<file path="src/rtl/iir_inverse_seq.sv">
// iir_inverse_seq: first-order recursive inverse of a two-tap pre-emphasis FIR.
//   y[n] = sat16( sat_acc(g*x[n] >>> F) + sat_acc(a*y[n-1] >>> F) )
// One shared 18x16 multiplier is time-multiplexed by a four-state FSM:
//   IDLE -> MUL_X -> MUL_Y -> OUT -> IDLE
//
// Handshake rules (both sides): a transfer happens on a rising edge where
// valid and ready are both high. ready_o depends only on the FSM state, and
// valid_o/data_o come straight from registers, so no input reaches an output
// combinationally. Once valid_o is raised it and data_o stay stable until the
// transfer completes. Upstream must hold data_i while valid_i && !ready_o.
module iir_inverse_seq #(
    parameter logic signed [17:0] coef_g         = 18'sd65536,
    parameter logic signed [17:0] coef_a         = 18'sd0,
    parameter int                 inout_width    = 16,
    parameter int                 coef_frac_bits = 16,
    parameter int                 acc_width      = 20
) (
    input  logic                   clk_i,
    input  logic                   reset_i,
    input  logic [inout_width-1:0] data_i,
    input  logic                   valid_i,
    output logic                   ready_o,
    output logic [inout_width-1:0] data_o,
    output logic                   valid_o,
    input  logic                   ready_i,
    output logic [1:0]             state_o
);

    localparam int CW = 18;                  // coefficient width
    localparam int PW = CW + inout_width;    // full product width
    localparam int SW = acc_width + 1;       // accumulator sum width

    localparam logic [1:0] S_IDLE  = 2'd0;
    localparam logic [1:0] S_MUL_X = 2'd1;
    localparam logic [1:0] S_MUL_Y = 2'd2;
    localparam logic [1:0] S_OUT   = 2'd3;

    // Saturation bounds, pre-extended to the width they are compared against.
    localparam logic signed [PW-1:0] P_MAX     = {{(PW-acc_width+1){1'b0}}, {(acc_width-1){1'b1}}};
    localparam logic signed [PW-1:0] P_MIN     = {{(PW-acc_width+1){1'b1}}, {(acc_width-1){1'b0}}};
    localparam logic signed [SW-1:0] S_ACC_MAX = {2'b00, {(acc_width-1){1'b1}}};
    localparam logic signed [SW-1:0] S_ACC_MIN = {2'b11, {(acc_width-1){1'b0}}};
    localparam logic signed [SW-1:0] S_OUT_MAX = {{(SW-inout_width+1){1'b0}}, {(inout_width-1){1'b1}}};
    localparam logic signed [SW-1:0] S_OUT_MIN = {{(SW-inout_width+1){1'b1}}, {(inout_width-1){1'b0}}};

    logic        [1:0]             r_state;
    logic signed [inout_width-1:0] r_x;
    logic signed [acc_width-1:0]   r_acc;
    logic signed [inout_width-1:0] r_out;
    logic signed [inout_width-1:0] r_y_prev;

    logic signed [CW-1:0]          w_mul_c;
    logic signed [inout_width-1:0] w_mul_d;
    logic signed [PW-1:0]          w_mul_c_ext;
    logic signed [PW-1:0]          w_mul_d_ext;
    logic signed [PW-1:0]          w_prod;
    logic signed [PW-1:0]          w_shift;
    logic signed [acc_width-1:0]   w_term;
    logic signed [SW-1:0]          w_sum;
    logic signed [acc_width-1:0]   w_sum_acc;
    logic signed [inout_width-1:0] w_sum_out;

    // Operand mux for the shared multiplier: feedback pair in MUL_Y, feed-forward pair otherwise.
    always_comb begin
        w_mul_c = coef_g;
        w_mul_d = r_x;
        if (r_state == S_MUL_Y) begin
            w_mul_c = coef_a;
            w_mul_d = r_y_prev;
        end
    end

    assign w_mul_c_ext = {{inout_width{w_mul_c[CW-1]}}, w_mul_c};
    assign w_mul_d_ext = {{CW{w_mul_d[inout_width-1]}}, w_mul_d};
    assign w_prod      = w_mul_c_ext * w_mul_d_ext;
    // Arithmetic shift floors toward minus infinity; no rounding is applied.
    assign w_shift     = w_prod >>> coef_frac_bits;

    // Saturate the scaled product to the accumulator range.
    always_comb begin
        w_term = w_shift[acc_width-1:0];
        if (w_shift > P_MAX) begin
            w_term = P_MAX[acc_width-1:0];
        end else if (w_shift < P_MIN) begin
            w_term = P_MIN[acc_width-1:0];
        end
    end

    // One guard bit so the sum of two full-range accumulator values cannot wrap.
    assign w_sum = {r_acc[acc_width-1], r_acc} + {w_term[acc_width-1], w_term};

    // Saturate the sum twice: to the accumulator width and to the output sample width.
    always_comb begin
        w_sum_acc = w_sum[acc_width-1:0];
        if (w_sum > S_ACC_MAX) begin
            w_sum_acc = S_ACC_MAX[acc_width-1:0];
        end else if (w_sum < S_ACC_MIN) begin
            w_sum_acc = S_ACC_MIN[acc_width-1:0];
        end
        w_sum_out = w_sum[inout_width-1:0];
        if (w_sum > S_OUT_MAX) begin
            w_sum_out = S_OUT_MAX[inout_width-1:0];
        end else if (w_sum < S_OUT_MIN) begin
            w_sum_out = S_OUT_MIN[inout_width-1:0];
        end
    end

    // FSM and datapath registers; reset wins over any handshake on the same edge.
    always_ff @(posedge clk_i) begin
        if (reset_i) begin
            r_state  <= S_IDLE;
            r_x      <= '0;
            r_acc    <= '0;
            r_out    <= '0;
            r_y_prev <= '0;
        end else begin
            case (r_state)
                S_IDLE: begin
                    if (valid_i) begin
                        r_x     <= data_i;
                        r_state <= S_MUL_X;
                    end
                end
                S_MUL_X: begin
                    r_acc   <= w_term;
                    r_state <= S_MUL_Y;
                end
                S_MUL_Y: begin
                    // Output is taken from the unsaturated-to-acc sum, not from r_acc.
                    r_acc   <= w_sum_acc;
                    r_out   <= w_sum_out;
                    r_state <= S_OUT;
                end
                S_OUT: begin
                    // Feedback state advances only when the sample is actually delivered.
                    if (ready_i) begin
                        r_y_prev <= r_out;
                        r_state  <= S_IDLE;
                    end
                end
                default: begin
                    r_state <= S_IDLE;
                end
            endcase
        end
    end

    assign ready_o = (r_state == S_IDLE);
    assign valid_o = (r_state == S_OUT);
    assign data_o  = r_out;
    assign state_o = r_state;

endmodule

</file>
<file path="config.mk">
export PLATFORM = sky130hd
export DESIGN_NAME = iir_inverse_seq
export DESIGN_NICKNAME = d
export VERILOG_FILES = /design/src/rtl/iir_inverse_seq.sv
export SDC_FILE = /design/constraint.sdc
export NUM_CORES = 1
export LEC_CHECK = 0
export ABC_AREA = 1
export CAP_MARGIN = 20
export CORE_MARGIN = 3
export CORE_UTILIZATION = 50
export DETAILED_ROUTE_END_ITERATION = 16
export PLACE_DENSITY = 0.66
export REMOVE_ABC_BUFFERS = 1
export SYNTH_ARGS = -nofsm -noshare
export SYNTH_HDL_FRONTEND = slang
export SYNTH_SLANG_ARGS = --single-unit
</file>
<file path="constraint.sdc">
create_clock -name clk_i -period 14.6 [get_ports clk_i]
set_input_delay 2.19 -clock clk_i [delete_from_list [all_inputs] [get_ports clk_i]]
set_output_delay 2.19 -clock clk_i [all_outputs]
set_load 0.01 [all_outputs]
</file>
==> reports/metrics.yaml <==
outcome:
  status: "completed"
clock_network:
  clkTransAtPathRegs_ps: 60
  cts_buffers: 9
  insertion_delay_ps: 340
  cts_setup_buffers: 0
  cts.htree.levels: 3
  cts.path.max_buffers: 2
  postCtsResizedCells: 0
  cts_root_buf: "clkbuf_16"
  cts_tree: "built"
  postCtsHoldBufs: 0
  cts.sinks: 67
synth:
  synth_top_family_by_area: "simple AND/OR/NAND/NOR gates"
  yosys.area.top_type: "dfxtp_1"
  synth_top_area_frac: 0.225
  yosys.area_share.xor_xnor: 0.0544
  synth_edf_count: 0
  synth_area_leaders: "dfxtp_1, ha_1, nand2_1"
  synth-compound-area-share: 0.130
  ys.flop_type: "dfxtp_1"
  async_flop_share: 0
  postSynthAreaPerCell_um2: 6.49
  yosys_warnings: 0
  synthMuxAreaShare: 0
  synth_cell_types: 39
  ys_seq_area_frac: 0.225
  yosys.area_share.simple: 0.336
  synth_area_um2: 5960
  synth_adder_area_share: 0.154
  syn_inst: 919
  ys_ff_latch: 67
detailed_routing:
  drtPass1Iterations: 5
  drc_errors: 0
  via_count: 6017
  first_iter_violations: 478
  via_per_inst: 5.52
  ant_nets: 0
  drt-total-wl_um: 16600
  post_drt_wl_per_cell_um: 15.3
sta:
  fin_skew_ps: 6.40
  rsz0062_at_grt: "false"
  slew_headroom: 0.388
  finalCriticalPeriod_ps: 6770
  setup_ws_ps: 7830
  fmax_mhz: 148
  hold_viol: 0
  final_max_slew_viol_count: 0
  tns_ps: 0
  layout_worst_path_cycle_share: 0.463
  hold_slack_ps: 468
  finalSetupViolCount: 0
  tightest_slew_ps: 918
final_layout:
  fin_cells: 1090
  fillers: 1172
  seq_area_um2: 1340
  area_growth_pct: 11.5
  layout_commonest_cell: "nand2_1"
  stdcell_area_um2: 6650
  utilization: 0.577
  antenna_cells: 0
  drive_gt1_frac: 0.0560
  layout.nets: 1035
  multi_input_area_um2: 4030
  final_cell_mix: "nand2_1, nor2_1, inv_1"
grt:
  grt_pass1_vias: 5410
  grt.total_usage: 0.256
  gr-total-overflow: 0
  antenna_found_initial: 0
  grt_max_degree: 40
  grt_pass1_wl_um: 27000
power:
  pwr_density_cell_nw_per_um2: 268
  seq_power_share: 0.161
  p_sw_mw: 0.957
  total_power_mw: 1.78
  irDropWorstVdd_mv: 0.158
  swShare: 0.538
  comb_power_share: 0.722
  pwr-share-clk: 0.117
  p_leak_nw: 3.36
  p_int_mw: 0.820
flow_run:
  maxCapViolations: 0
critical_path:
  slowest_delay_ps: 680
  cp-end-kind: "flop"
  path_class: "reg2reg"
  arrival_ps: 7040
  reg2reg_to: "data_o[8]"
  critPathSlowestCell: "nand2_1"
  r2r_start: "state_o[0]"
  rrSetupSlack_ps: 7830
  cpMostUsedCell: "nand2_1"
  cp.required_ps: 14870
  crit_fanout: 22
  start_kind: "flop"
  r2r_cells: 33
floorplanning:
  coreArea_um2: 11500
  die_w_um: 115
  rows: 39
  io_pins: 40
  initial_core_util: 0.518
  dieArea_um2: 13300
  die_h_um: 115
placement:
  hpwlAfterDp_um: 12900
  placed_cell_area_um2: 6360
  gp_congestion: 0.886
  dp.cells: 1074
  post-place-ws_ps: 7910
  numPortBuffers: 39
worst_hold_path:
  hold_end: "r_x[1]"
  hp-start: "r_x[1]"
  hold_depth: 2
  hp-class: "reg2reg"
worst max-delay path: cells and delay by family, from the launching register on:
family | cells | cell delay [ps]
AO/OA/AOI/OAI | 1 | 150
XOR/XNOR | 1 | 150
adder cells (fa/ha/maj) | 5 | 1660
buffers and inverters | 4 | 830
flip-flops | 1 | 380
AND/OR/NAND/NOR | 22 | 3480
final cells by class:
cell class                      count  area share
Multi-Input combinational cell    715       0.606
Clock buffer                       12      0.0386
Clock inverter                      4     0.00377
Inverter                          106      0.0599
Sequential cell                    67       0.202
Tap cell                          143      0.0269
Timing Repair Buffer               43      0.0633
how the worst max path moves through the flow:
| stage | start | to | slack [ps] |
|---|---|---|---|
| after global routing | state_o[0] | data_o[9] | 7170 |
| after global placement | state_o[0] | data_o[7] | 8210 |
| after CTS | state_o[0] | data_o[7] | 7890 |
| after detailed placement | state_o[0] | data_o[7] | 7910 |
| after floorplan | state_o[0] | r_acc[17] | 8960 |
| final | state_o[0] | data_o[8] | 7830 |
routing by layer:
layer  wire, um  vias up  GRT usage
met1       7710     2775      0.355
met3       1160       21     0.0600
met5          0        -          0
met4        271        0     0.0728
li1           -     3034          -
met2       7490      187      0.399
power groups by stage:
stage          Sequential [mW]  Combinational [mW]  Clock (mW)
2_1_floorplan            0.285               0.933           0
3_3_place_gp             0.287                1.26           0
3_5_place_dp             0.289                1.27           0
4_1_cts                  0.286                1.28       0.211
5_1_grt                  0.292                1.44       0.218
6_report                 0.286                1.28       0.208
state kept, by name, indices dropped and copies added, names as in the netlist:
| name | count |
|---|---|
| data_o | 16 |
| r_acc | 20 |
| r_x | 16 |
| r_y_prev | 13 |
| state_o | 2 |
cells in the mapped netlist, drive strengths merged, types with 6 or more instances:
master,n
clkbuf,22
ha,72
nand3,76
nand4,11
o211ai,6
xnor2,9
inv,105
nor3,11
buf,8
o21ai,58
xor2,28
nor2,113
nand2,228
a21oi,73
dfxtp,67
or2,10
kinds of logic after synthesis:
logic type,after synthesis
buffers and inverters,137
adder cells (fa/ha/maj),73
AND/OR/NAND/NOR,459
flip-flops,67
XOR/XNOR,37
AO/OA/AOI/OAI,146
No activity file was read; power rests on OpenSTA's default activity.
